`src/rtl/rc_frame_assembler.sv`:
```
// rc_frame_assembler: turns a stream of UART bytes into RC read/write requests.
// A frame is a command byte, a 4-byte little-endian address, a 4-byte
// little-endian data word (write frames only) and an XOR checksum byte.
// Bad commands, checksum failures and mid-frame stalls each raise a
// one-cycle error pulse and drop the frame.
module rc_frame_assembler #(
    parameter int          TIMEOUT_CYCLES = 100000,
    parameter logic [7:0]  CMD_WRITE      = 8'hA5,
    parameter logic [7:0]  CMD_READ       = 8'h5A
) (
    input  logic        clk,
    input  logic        rstn,
    input  logic        byte_valid,
    input  logic [7:0]  byte_data,
    output logic        byte_ready,
    output logic        req_valid,
    input  logic        req_ready,
    output logic        req_write,
    output logic [31:0] req_address,
    output logic [31:0] req_data,
    output logic        err_cmd,
    output logic        err_checksum,
    output logic        err_timeout,
    output logic [15:0] frame_count
);

    // Idle counter only needs to reach TIMEOUT_CYCLES-1.
    localparam int CNT_W = (TIMEOUT_CYCLES > 1) ? $clog2(TIMEOUT_CYCLES) : 1;
    localparam logic [CNT_W-1:0] IDLE_LAST = CNT_W'(TIMEOUT_CYCLES - 1);

    typedef enum logic [2:0] {
        IDLE  = 3'd0,
        ADDR  = 3'd1,
        DATA  = 3'd2,
        CSUM  = 3'd3,
        ISSUE = 3'd4
    } state_t;

    state_t           state;
    state_t           state_next;
    logic [1:0]       byte_idx;
    logic [CNT_W-1:0] idle_cnt;
    logic             is_write;
    logic [31:0]      addr_sr;
    logic [31:0]      data_sr;
    logic [7:0]       csum_acc;

    logic byte_fire;
    logic req_fire;
    logic in_frame;
    logic timeout_hit;
    logic cmd_bad;
    logic csum_bad;
    logic frame_abort;

    // Handshake and status decode straight from the state register.
    always_comb begin
        byte_ready  = (state != ISSUE);
        req_valid   = (state == ISSUE);
        byte_fire   = byte_valid && byte_ready;
        req_fire    = req_valid && req_ready;
        in_frame    = (state == ADDR) || (state == DATA) || (state == CSUM);
        // An accepted byte on the last idle cycle takes priority over the timeout.
        timeout_hit = in_frame && !byte_fire && (idle_cnt == IDLE_LAST);
        req_write   = is_write;
        req_address = addr_sr;
        req_data    = is_write ? data_sr : 32'h0;
    end

    // Next-state decode and error-event detection.
    always_comb begin
        // NOTE: every output of this block gets a default first, so no path
        // leaves a signal unassigned and no latch is inferred.
        state_next  = state;
        cmd_bad     = 1'b0;
        csum_bad    = 1'b0;
        frame_abort = 1'b0;
        case (state)
            IDLE: begin
                if (byte_fire) begin
                    if (byte_data == CMD_WRITE || byte_data == CMD_READ) begin
                        state_next = ADDR;
                    end else begin
                        cmd_bad = 1'b1;
                    end
                end
            end
            ADDR: begin
                if (byte_fire) begin
                    if (byte_idx == 2'd3) begin
                        state_next = is_write ? DATA : CSUM;
                    end
                end else if (timeout_hit) begin
                    state_next  = IDLE;
                    frame_abort = 1'b1;
                end
            end
            DATA: begin
                if (byte_fire) begin
                    if (byte_idx == 2'd3) begin
                        state_next = CSUM;
                    end
                end else if (timeout_hit) begin
                    state_next  = IDLE;
                    frame_abort = 1'b1;
                end
            end
            CSUM: begin
                if (byte_fire) begin
                    if (byte_data == csum_acc) begin
                        state_next = ISSUE;
                    end else begin
                        state_next = IDLE;
                        csum_bad   = 1'b1;
                    end
                end else if (timeout_hit) begin
                    state_next  = IDLE;
                    frame_abort = 1'b1;
                end
            end
            ISSUE: begin
                if (req_fire) begin
                    state_next = IDLE;
                end
            end
            default: begin
                state_next = IDLE;
            end
        endcase
    end

    // State register, frame assembly registers, counters and error pulses.
    always_ff @(posedge clk) begin
        // NOTE: sequential state uses non-blocking assignments so every
        // register samples values from before this edge, independent of order.
        if (!rstn) begin
            state        <= IDLE;
            byte_idx     <= 2'd0;
            idle_cnt     <= '0;
            is_write     <= 1'b0;
            addr_sr      <= 32'h0;
            data_sr      <= 32'h0;
            csum_acc     <= 8'h0;
            frame_count  <= 16'h0;
            err_cmd      <= 1'b0;
            err_checksum <= 1'b0;
            err_timeout  <= 1'b0;
        end else begin
            state        <= state_next;
            err_cmd      <= cmd_bad;
            err_checksum <= csum_bad;
            err_timeout  <= frame_abort;

            if (state_next != state) begin
                byte_idx <= 2'd0;
            end else if (byte_fire && (state == ADDR || state == DATA)) begin
                byte_idx <= byte_idx + 2'd1;
            end

            if (!in_frame || byte_fire || state_next != state) begin
                idle_cnt <= '0;
            end else begin
                idle_cnt <= idle_cnt + 1'b1;
            end

            if (byte_fire) begin
                case (state)
                    IDLE: begin
                        if (state_next == ADDR) begin
                            // Start clean so an aborted frame cannot leak bytes.
                            is_write <= (byte_data == CMD_WRITE);
                            csum_acc <= byte_data;
                            addr_sr  <= 32'h0;
                            data_sr  <= 32'h0;
                        end
                    end
                    ADDR: begin
                        addr_sr  <= {byte_data, addr_sr[31:8]};
                        csum_acc <= csum_acc ^ byte_data;
                    end
                    DATA: begin
                        data_sr  <= {byte_data, data_sr[31:8]};
                        csum_acc <= csum_acc ^ byte_data;
                    end
                    default: begin
                    end
                endcase
            end

            if (req_fire) begin
                frame_count <= frame_count + 16'd1;
            end
        end
    end

endmodule

```
`config.mk`:
```
export PLATFORM = sky130hd
export DESIGN_NAME = rc_frame_assembler
export DESIGN_NICKNAME = d
export VERILOG_FILES = /design/src/rtl/rc_frame_assembler.sv
export SDC_FILE = /design/constraint.sdc
export NUM_CORES = 1
export LEC_CHECK = 0
export BUFFER_PORTS_ARGS = -buffer_cell sky130_fd_sc_hd__buf_2
export CAP_MARGIN = 20
export CORE_ASPECT_RATIO = 1.25
export CORE_MARGIN = 2
export CORE_UTILIZATION = 55
export DETAILED_ROUTE_END_ITERATION = 10
export GPL_ROUTABILITY_DRIVEN = 0
export GPL_TIMING_DRIVEN = 1
export PLACE_DENSITY_LB_ADDON = 0.05
export SYNTH_ARGS = -nofsm -noshare
export SYNTH_HDL_FRONTEND = slang
export SYNTH_SLANG_ARGS = --single-unit
```
`constraint.sdc`:
```
create_clock -name clk -period 2.8 [get_ports clk]
set_input_delay 0.28 -clock clk [delete_from_list [all_inputs] [get_ports clk]]
set_output_delay 0.28 -clock clk [all_outputs]
set_load 0.03 [all_outputs]
```
==> results of run 1 <==
[stage by stage]
stage | hold WS [ns] | util [%] | setup slack (ns) | cells | power [mW]
after floorplan | 0.432 | - | 1.02 | 598 | 1.74
after global placement | 0.448 | 61.1 | 0.724 | 782 | 1.76
after detailed placement | 0.454 | 61.1 | 0.595 | 782 | 1.76
after CTS | 0.152 | 67.0 | 0.593 | 814 | 3.82
after global routing | 0.173 | 67.0 | 0.375 | 814 | 3.91
final | 0.175 | 67.0 | 0.595 | 814 | 3.78
[final timing paths]
check	slack [ns]	depth (start not counted)	end	start
setup / recovery	0.59	5	req_address[23]$_SDFFE_PN0P_	state[0]$_SDFF_PN0_
setup reg to reg	0.59	5	req_address[23]$_SDFFE_PN0P_	state[0]$_SDFF_PN0_
hold / removal	0.18	3	state[2]$_SDFF_PN0_	req_ready
hold reg to reg	0.46	2	req_address[3]$_SDFFE_PN0P_	req_address[3]$_SDFFE_PN0P_
[where the power goes]
part / leakage, nW / switching [mW] / total [mW] / internal (mW)
logic: 1.44 / 0.0694 / 0.0985 / 0.0291
clock network: 0.279 / 0.679 / 2.05 / 1.37
registers: 0.918 / 0.00165 / 1.63 / 1.63
total: 2.63 / 0.750 / 3.78 / 3.03
[worst reg2reg max path, delay by kind of cell, from the launching register on]
family / cells / cell delay (ns)
DFF: 1 / 0.45
AOI/OAI and AO/OA: 3 / 1.13
and+or+nand+nor: 2 / 0.49
[Yosys cell counts, drive strengths merged, types with 2 or more instances]
cell type and n:
a211o 2, a21oi 7, a22oi 32, a31oi 3, a32o 8, and2 36
and3 6, and4 5, and4bb 5, buf 23, clkbuf 26, dfxtp 114
ha 3, inv 9, mux2i 2, nand2 96, nand2b 3, nand3 7
nand4 13, nor2 27, nor2b 8, nor3 22, nor3b 3, nor4 5
o21ai 49, o22ai 32, or3 4, xnor2 13, xor2 22
[layout make-up]
type	instances	area [um2]	area share (%)
well taps	126	158	2.45
multi-input cells	426	2830	43.9
clock inverters	5	75.1	1.17
repair buffers	107	573	8.89
clock buffers	27	493	7.65
inverters	9	33.8	0.524
flip-flops and latches	114	2280	35.4
[metal layers]
layer / part of all wire (%) / global-route usage (%) / vias to the layer above
li1: - / - / 2287
met1: 44 / 29.9 / 2148
met2: 50 / 38.9 / 90
met3: 4.5 / 5.83 / 13
met4: 1.3 / 10.0 / 0
met5: 0 / 0 / -
[state kept, by name, indices dropped and copies added, names as in the netlist]
name	count
frame_count	16
data_sr	32
byte_idx	2
req_write	1
csum_acc	8
err_checksum	1
state	3
err_timeout	1
idle_cnt	17
err_cmd	1
req_address	32
[kinds of logic (layout without fill, tap and decap cells)]
kind of cell    after synthesis  after routing  share of synthesized area [%]
mux                           2              2                          0.369
buf+inv                      58            148                           5.95
fa+ha+maj                     3              3                          0.692
flops                       114            114                           42.1
simple gates                245            245                           24.6
xor+xnor                     35             35                           5.65
compound gates              141            141                           20.7
==> flow_metrics.env, run 1 <==
export IMPL_die_h_um=115
export IMPL_cts_made_buffers=17
export IMPL_die_w_um=92.8
export IMPL_async_flop_share_pct=0
export IMPL_period_share_pct=78.8
export IMPL_die_area_mm2=0.0107
export IMPL_setup_viol=0
export IMPL_place_port_buffers=97
export IMPL_synthToLayoutAreaGrowth_pct=18.7
export IMPL_hold_viol=0
export IMPL_power_density_mw_per_mm2=587
export IMPL_drive_gt1_share_pct=28.3
export IMPL_status="completed"
export IMPL_cp_max_fo=32
export IMPL_cap_violations=0
export IMPL_critical_path_class="flop to flop"
export IMPL_clock_path_buffers=2
export IMPL_critPathCaptureType="flop"
export IMPL_worstPathRequired_ns=3.07
export IMPL_dr_pass1_iters=4
export IMPL_final_nets=690
export IMPL_max_freq_mhz=453
export IMPL_numClockSinks=114
export IMPL_worst_pin_slew_ns=0.613
export IMPL_yosysTopAreaCell="dfxtp_1"
export IMPL_h_tree_depth=4
export IMPL_num_rows=40
export IMPL_ys_ff_latch=114
export IMPL_ant_nets=0
export IMPL_cts_resized=0
export IMPL_fin_crit_ns=2.21
export IMPL_via_per_inst=5.57
export IMPL_max_slew_margin_pct=58.8
export IMPL_syn_nets=613
export IMPL_grt_pass1_vias=4267
export IMPL_finClkSkew_ns=0.00825
export IMPL_cts_clk_slew_worst_paths_ns=0.05
export IMPL_grt_max_degree=50
export IMPL_startpoint_type="flop"
export IMPL_synth_cells=598
export IMPL_placed_cell_area_mm2=0.00587
export IMPL_antenna_found_initial=0
export IMPL_grt_setup_unrepaired="false"
export IMPL_yosys_warnings=0
export IMPL_final_fill_count=849
export IMPL_netlist_area_leader_share_pct=42.1
export IMPL_grtUsageTotal_pct=23.7
export IMPL_slew_viol_final=0
export IMPL_yosysSeqAreaShare_pct=42.1
export IMPL_grt_overflow=0
export IMPL_cts_root_buffer_cell="clkbuf_16"
export IMPL_tns_ns=0
export IMPL_drt_total_wl_um=12200
export IMPL_yosys_cell_types_count=52
export IMPL_synth_edf_count=0
export IMPL_peakVddDrop_uv=383
export IMPL_cpPeakStageDelay_ns=0.50
export IMPL_syn_area_mm2=0.00543
export IMPL_crit_slowest_cell="o311a_4"
export IMPL_drcViolationCount=0
export IMPL_grt_pass1_wl_um=20500
export IMPL_diodes=0
export IMPL_dpl_hpwl_um=8200
export IMPL_path_cells="nand2b_1 -> nor3_1 -> a21boi_2 -> o311a_4 -> o22ai_1"
export IMPL_synth_top_flop_cell="dfxtp_1"
export IMPL_hold_class="primary input to flop"
export IMPL_core_mm2=0.00961
export IMPL_cpLargestDelayFamily="compound AO/OA/AOI/OAI gates"
export IMPL_cts_setup_buffers=0
export IMPL_routed_via_count=4538
export IMPL_cts_hold_buf=0
export IMPL_initial_core_util_pct=56.5
export IMPL_wl_per_cell_um=15.0
export IMPL_cts_tree="done"
export IMPL_clock_latency_ns=0.40
export IMPL_postLayoutCellArea_mm2=0.00644
export IMPL_p_leak_nw=2.63
export IMPL_layout_common_cells="dfxtp_1 (114), buf_2 (97), nand2_1 (94)"
export IMPL_path_buf_inv=0
export IMPL_avgSynthCellArea_um2=9.07
export IMPL_ios=98
export IMPL_layout_commonest_cell="dfxtp_1"
export IMPL_synth_area_leaders="dfxtp_1 (42%), nand2_1 (6.5%), o21ai_2 (4.8%)"
export IMPL_worstPathArrival_ns=2.47
export IMPL_drtIter0Drc=254
No activity file was read; power rests on OpenSTA's default activity.
==> run 2: changes to the inputs <==
CORE_UTILIZATION = 50   (was 55)
clock period = 1.9 ns   (was 2.8 ns; I/O delays follow)
==> run 2 against run 1 <==
Against the previous run: final cell count increased by 3.2%; register-to-register slack got worse by 0.51 ns; global-route usage decreased by 2.0 points; cell area increased by 5.0%; non-clock buffer count increased by 20; die area increased by 9.6%; sequential share of layout area decreased by 1.6 points; via count increased by 2.1%; first-iteration DRC count decreased by 13%; sequential cell count unchanged.
==> flow_metrics.env, run 2 (synthesis results as in run 1) <==
export IMPL_critical_path_class="flop to flop"
export IMPL_clock_path_buffers=2
export IMPL_grt_setup_unrepaired="true"
export IMPL_switching_share_pct=22.4
export IMPL_power_density_mw_per_mm2=861
export IMPL_cap_violations=0
export IMPL_internal_power_mw=4.52
export IMPL_p_clk_share_pct=56.0
export IMPL_die_h_um=120
export IMPL_grtUsageTotal_pct=21.7
export IMPL_grt_use_met3_pct=5.32
export IMPL_period_share_pct=95.7
export IMPL_synthToLayoutAreaGrowth_pct=24.6
export IMPL_hold_class="primary input to flop"
export IMPL_dp_cells=808
export IMPL_slew_viol_final=0
export IMPL_fin_crit_ns=1.82
export IMPL_max_freq_mhz=550
export IMPL_grt_pass1_wl_um=20700
export IMPL_setup_viol=0
export IMPL_grt_pass1_vias=4224
export IMPL_cp_max_fo=17
export IMPL_fin_util_pct=64.0
export IMPL_cts_root_buffer_cell="clkbuf_16"
export IMPL_dpl_hpwl_um=8540
export IMPL_critPathCaptureType="flop"
export IMPL_layout_common_cells="dfxtp_1 (110), buf_2 (97), nand2_1 (94)"
export IMPL_power_frac_seq_pct=41.2
export IMPL_initial_core_util_pct=51.4
export IMPL_grt_max_degree=45
export IMPL_final_nets=710
export IMPL_finClkSkew_ns=0.0132
export IMPL_p_leak_nw=2.76
export IMPL_layout_commonest_cell="dfxtp_1"
export IMPL_routed_via_count=4633
export IMPL_cts_setup_buffers=0
export IMPL_h_tree_depth=4
export IMPL_grt_overflow=0
export IMPL_combPwrFrac_pct=2.8
export IMPL_numClockSinks=114
export IMPL_die_area_mm2=0.0117
export IMPL_worst_pin_slew_ns=0.494
export IMPL_hold_viol=0
export IMPL_status="completed"
export IMPL_drive_gt1_share_pct=33.1
export IMPL_ios=98
export IMPL_via_per_inst=5.52
export IMPL_fin_ws_ns=0.0814
export IMPL_clock_latency_ns=0.42
export IMPL_peakVddDrop_uv=628
export IMPL_worstPathArrival_ns=2.15
export IMPL_place_port_buffers=97
export IMPL_core_mm2=0.0106
export IMPL_diodes=0
export IMPL_wl_per_cell_um=15.2
export IMPL_grtUsageMet1_pct=27.9
export IMPL_instances_no_fill=840
export IMPL_num_rows=42
export IMPL_drcViolationCount=0
export IMPL_worstPathRequired_ns=2.23
export IMPL_cts_tree="done"
export IMPL_startpoint_type="flop"
export IMPL_p_sw_mw=1.30
export IMPL_die_w_um=97.2
export IMPL_dr_pass1_iters=5
export IMPL_grt_util_met2_pct=35.3
export IMPL_cts_made_buffers=17
export IMPL_max_slew_margin_pct=67.1
export IMPL_drt_total_wl_um=12800
export IMPL_cts_clk_slew_worst_paths_ns=0.05
export IMPL_antenna_found_initial=0
export IMPL_drtIter0Drc=221
export IMPL_grt_busiest_layer="met2"
export IMPL_ant_nets=0
export IMPL_place_worst_setup_slack_ns=-0.00117
run 2: cell types whose count changed in the layout (fill, tap and decap cells not counted), moves of 3 or more:
cell	change
inv_6	+3
nor3_1	-5
buf_12	+3
clkbuf_8	-3
clkbuf_1	-6
buf_4	+17
clkinv_2	-3
dfxtp_2	+4
nor3_2	+5
dfxtp_1	-4
clkinvlp_4	+6
run 2: final timing paths:
path,start,to,slack (ns),depth (start not counted)
max,idle_cnt[0]$_SDFF_PP0_,idle_cnt[3]$_SDFF_PP0_,0.08,8
min,req_ready,state[2]$_SDFF_PN0_,0.06,3
max reg2reg,idle_cnt[0]$_SDFF_PP0_,idle_cnt[3]$_SDFF_PP0_,0.08,8
min reg2reg,req_address[3]$_SDFFE_PN0P_,req_address[3]$_SDFFE_PN0P_,0.47,2
run 2: worst max-delay path, stage by stage (launching register included):
cell      delay, ns
dfxtp_1        0.31
ha_1           0.21
and4_4         0.21
nand4_4        0.10
buf_4          0.13
o211ai_1       0.11
a211o_1        0.34
buf_12         0.17
nor3_1         0.16
run 2: routing by layer:
layer  vias up  part of all wire (%)
li1       2322                     -
met1      2185                    45
met2       118                    49
met3         8                   4.5
met4         0                   1.1
met5         -                     0
run 2: timing repair:
item,4_1_cts,5_1_grt
endpoints found under the hold margin,0,0
pin swaps,0,2
gates resized for setup,2,16
setup endpoints to repair,5,79
hold buffers,0,0
run 2: power groups by stage:
| stage | Sequential [mW] | Clock [mW] | Combinational [mW] |
|---|---|---|---|
| floorplan | 2.45 | 0 | 0.111 |
| global placement | 2.45 | 0 | 0.160 |
| detailed placement | 2.45 | 0 | 0.162 |
| CTS | 2.40 | 3.31 | 0.163 |
| global route | 2.40 | 3.43 | 0.179 |
| finish | 2.40 | 3.26 | 0.165 |
run 2: final cells by class:
class                           count  area (um2)
Clock buffer                       18         429
Multi-Input combinational cell    426        2910
Clock inverter                     14         179
Fill cell                         907        3800
Tap cell                          132         165
Inverter                            9        33.8
Sequential cell                   114        2290
Timing Repair Buffer              127         761
run 2: through the flow:
| stage | total power [mW] | hold WS (ns) | setup TNS [ns] | instance area [um2] |
|---|---|---|---|---|
| after detailed placement | 2.61 | 0.461 | -0.00117 | 6070 |
| final | 5.82 | 0.0616 | 0 | 6760 |
| after global placement | 2.61 | 0.453 | 0 | 6070 |
| after CTS | 5.87 | 0.0557 | 0 | 6680 |
| after floorplan | 2.56 | 0.368 | 0 | 5430 |
| after global routing | 6.00 | 0.0805 | -0.00893 | 6760 |
==> run 3: changes to the inputs <==
CORE_UTILIZATION = 52   (was 50)
CTS_BUF_LIST = sky130_fd_sc_hd__clkbuf_4 sky130_fd_sc_hd__clkbuf_8   (was unset)
==> run 3 against run 2 <==
Against the previous run: maximum frequency down 1.4%; sequential power barely moved; setup slack got worse by 0.025 ns; via count increased by 2.2%; wire length rose by 5.7%; global-route usage grew 1.2 points; sequential cell count unchanged; clock-buffer cell count stayed put; core utilization is 2.5 points higher; combinational power is 7% higher; critical path depth decreased by 2; final cell count increased by 0.83%.
==> flow_metrics.env, run 3 (synthesis results as in run 1) <==
export IMPL_status="completed"
export IMPL_startpoint_type="flop"
export IMPL_die_h_um=118
export IMPL_grt_overflow=0
export IMPL_dr_pass1_iters=5
export IMPL_clock_path_buffers=2
export IMPL_cts_hold_buf=0
export IMPL_cts_root_buffer_cell="clkbuf_8"
export IMPL_h_tree_depth=4
export IMPL_layout_commonest_cell="dfxtp_1"
export IMPL_ios=98
export IMPL_cts_clk_slew_worst_paths_ns=0.07
export IMPL_cts_tree="done"
export IMPL_max_freq_mhz=542
export IMPL_diodes=0
export IMPL_final_fill_count=846
export IMPL_hold_viol=0
export IMPL_dpl_hpwl_um=8850
export IMPL_grtUsageTotal_pct=22.8
export IMPL_initial_core_util_pct=53.7
export IMPL_power_density_mw_per_mm2=720
export IMPL_critical_path_class="flop to flop"
export IMPL_num_rows=41
export IMPL_numClockSinks=114
export IMPL_critPathCaptureType="flop"
export IMPL_r2r_start="state[1]$_SDFF_PN0_"
export IMPL_fin_crit_ns=1.84
export IMPL_via_per_inst=5.59
export IMPL_die_area_mm2=0.0113
export IMPL_cts_made_buffers=17
export IMPL_die_w_um=95.4
export IMPL_drt_total_wl_um=13500
export IMPL_layout_common_cells="dfxtp_1 (107), buf_2 (97), nand2_1 (94)"
export IMPL_finClkSkew_ns=0.00753
export IMPL_max_slew_margin_pct=60.0
export IMPL_routed_via_count=4733
export IMPL_postLayoutCellArea_mm2=0.00672
export IMPL_setup_viol=0
export IMPL_worstPathRequired_ns=2.24
export IMPL_drive_gt1_share_pct=34.5
export IMPL_grt_pass1_vias=4395
export IMPL_peakVddDrop_uv=382
export IMPL_antenna_found_initial=0
export IMPL_placed_cell_area_mm2=0.00610
export IMPL_ant_nets=0
export IMPL_p_leak_nw=2.77
export IMPL_hold_class="primary input to flop"
export IMPL_synthToLayoutAreaGrowth_pct=23.9
export IMPL_slew_viol_final=0
export IMPL_min_from="req_ready"
export IMPL_cp_max_fo=12
export IMPL_place_port_buffers=97
export IMPL_grt_max_degree=50
export IMPL_clock_latency_ns=0.43
export IMPL_place_worst_setup_slack_ns=-0.0149
export IMPL_drtIter0Drc=258
export IMPL_wl_per_cell_um=15.9
export IMPL_period_share_pct=97.0
export IMPL_worst_pin_slew_ns=0.595
export IMPL_final_nets=720
export IMPL_startpoint="state[1]$_SDFF_PN0_"
export IMPL_fin_ws_ns=0.0564
export IMPL_worstPathArrival_ns=2.18
export IMPL_grt_pass1_wl_um=20700
export IMPL_grt_setup_unrepaired="true"
export IMPL_drcViolationCount=0
export IMPL_core_mm2=0.0101
export IMPL_cap_violations=0
export IMPL_total_power_mw=4.84
-- run 3: changes by cell type in the layout (fill, tap and decap cells not counted), sizes merged, moves of 2 or more --
| cell | delta |
|---|---|
| buf | +7 |
| clkinv | +3 |
| clkinvlp | -3 |
| clkbuf | +2 |
-- run 3: path summary, 6_finish.rpt --
check,cells past startpoint,endpoint,slack (ns)
hold reg to reg,2,req_address[2]$_SDFFE_PN0P_,0.47
setup reg to reg,6,byte_idx[1]$_SDFFE_PP0P_,0.06
hold / removal,3,state[2]$_SDFF_PN0_,0.05
setup / recovery,6,byte_idx[1]$_SDFFE_PP0P_,0.06
-- run 3: final cells by class --
type / count / area (um2) / share of cell area, %
clock inverters: 14 / 154 / 2.29
multi-input cells: 427 / 2940 / 43.8
repair buffers: 136 / 891 / 13.3
flip-flops and latches: 114 / 2290 / 34.1
inverters: 9 / 33.8 / 0.503
clock buffers: 18 / 248 / 3.69
well taps: 129 / 161 / 2.40
-- run 3: report_power, final --
| group | switching, mW | leakage, nW | internal [mW] | total, mW |
|---|---|---|---|---|
| Clock | 1.05 | 0.196 | 1.21 | 2.27 |
| Sequential | 0.00229 | 0.922 | 2.39 | 2.39 |
| Combinational | 0.114 | 1.65 | 0.0635 | 0.177 |
-- run 3: stage by stage --
stage | std cells | utilization [%] | hold slack [ns] | setup TNS, ns
finish | 847 | 66.5 | 0.0543 | 0
global route | 847 | 66.5 | 0.0528 | -0.0268
CTS | 841 | 64.3 | 0.0384 | 0
detailed placement | 809 | 60.3 | 0.464 | -0.122
global placement | 809 | 60.3 | 0.455 | 0
floorplan | 598 | - | 0.368 | 0
-- run 3: repair_timing --
action                     4_1_cts  5_1_grt
setup endpoints to repair       13       89
pin swaps                        1        8
resized for setup                2       26
buffers inserted                 0        2
gates cloned                     0        3
hold endpoints to repair         0        0
-- run 3: worst max-delay path, stage by stage (launching register included) --
cell	delay (ns)
dfxtp_2	0.46
nand2b_1	0.18
nor2_1	0.07
o21a_2	0.22
o32a_4	0.43
buf_12	0.15
nor4_4	0.24
-- run 3: layer usage --
metal  global-route usage [%]  share of wire, %  vias to the layer above
met5                        0                 0                        -
met4                     7.86               2.1                        0
met3                     5.29               4.7                       29
met2                     38.1                50                      134
met1                     28.6                43                     2236
li1                         -                 -                     2334
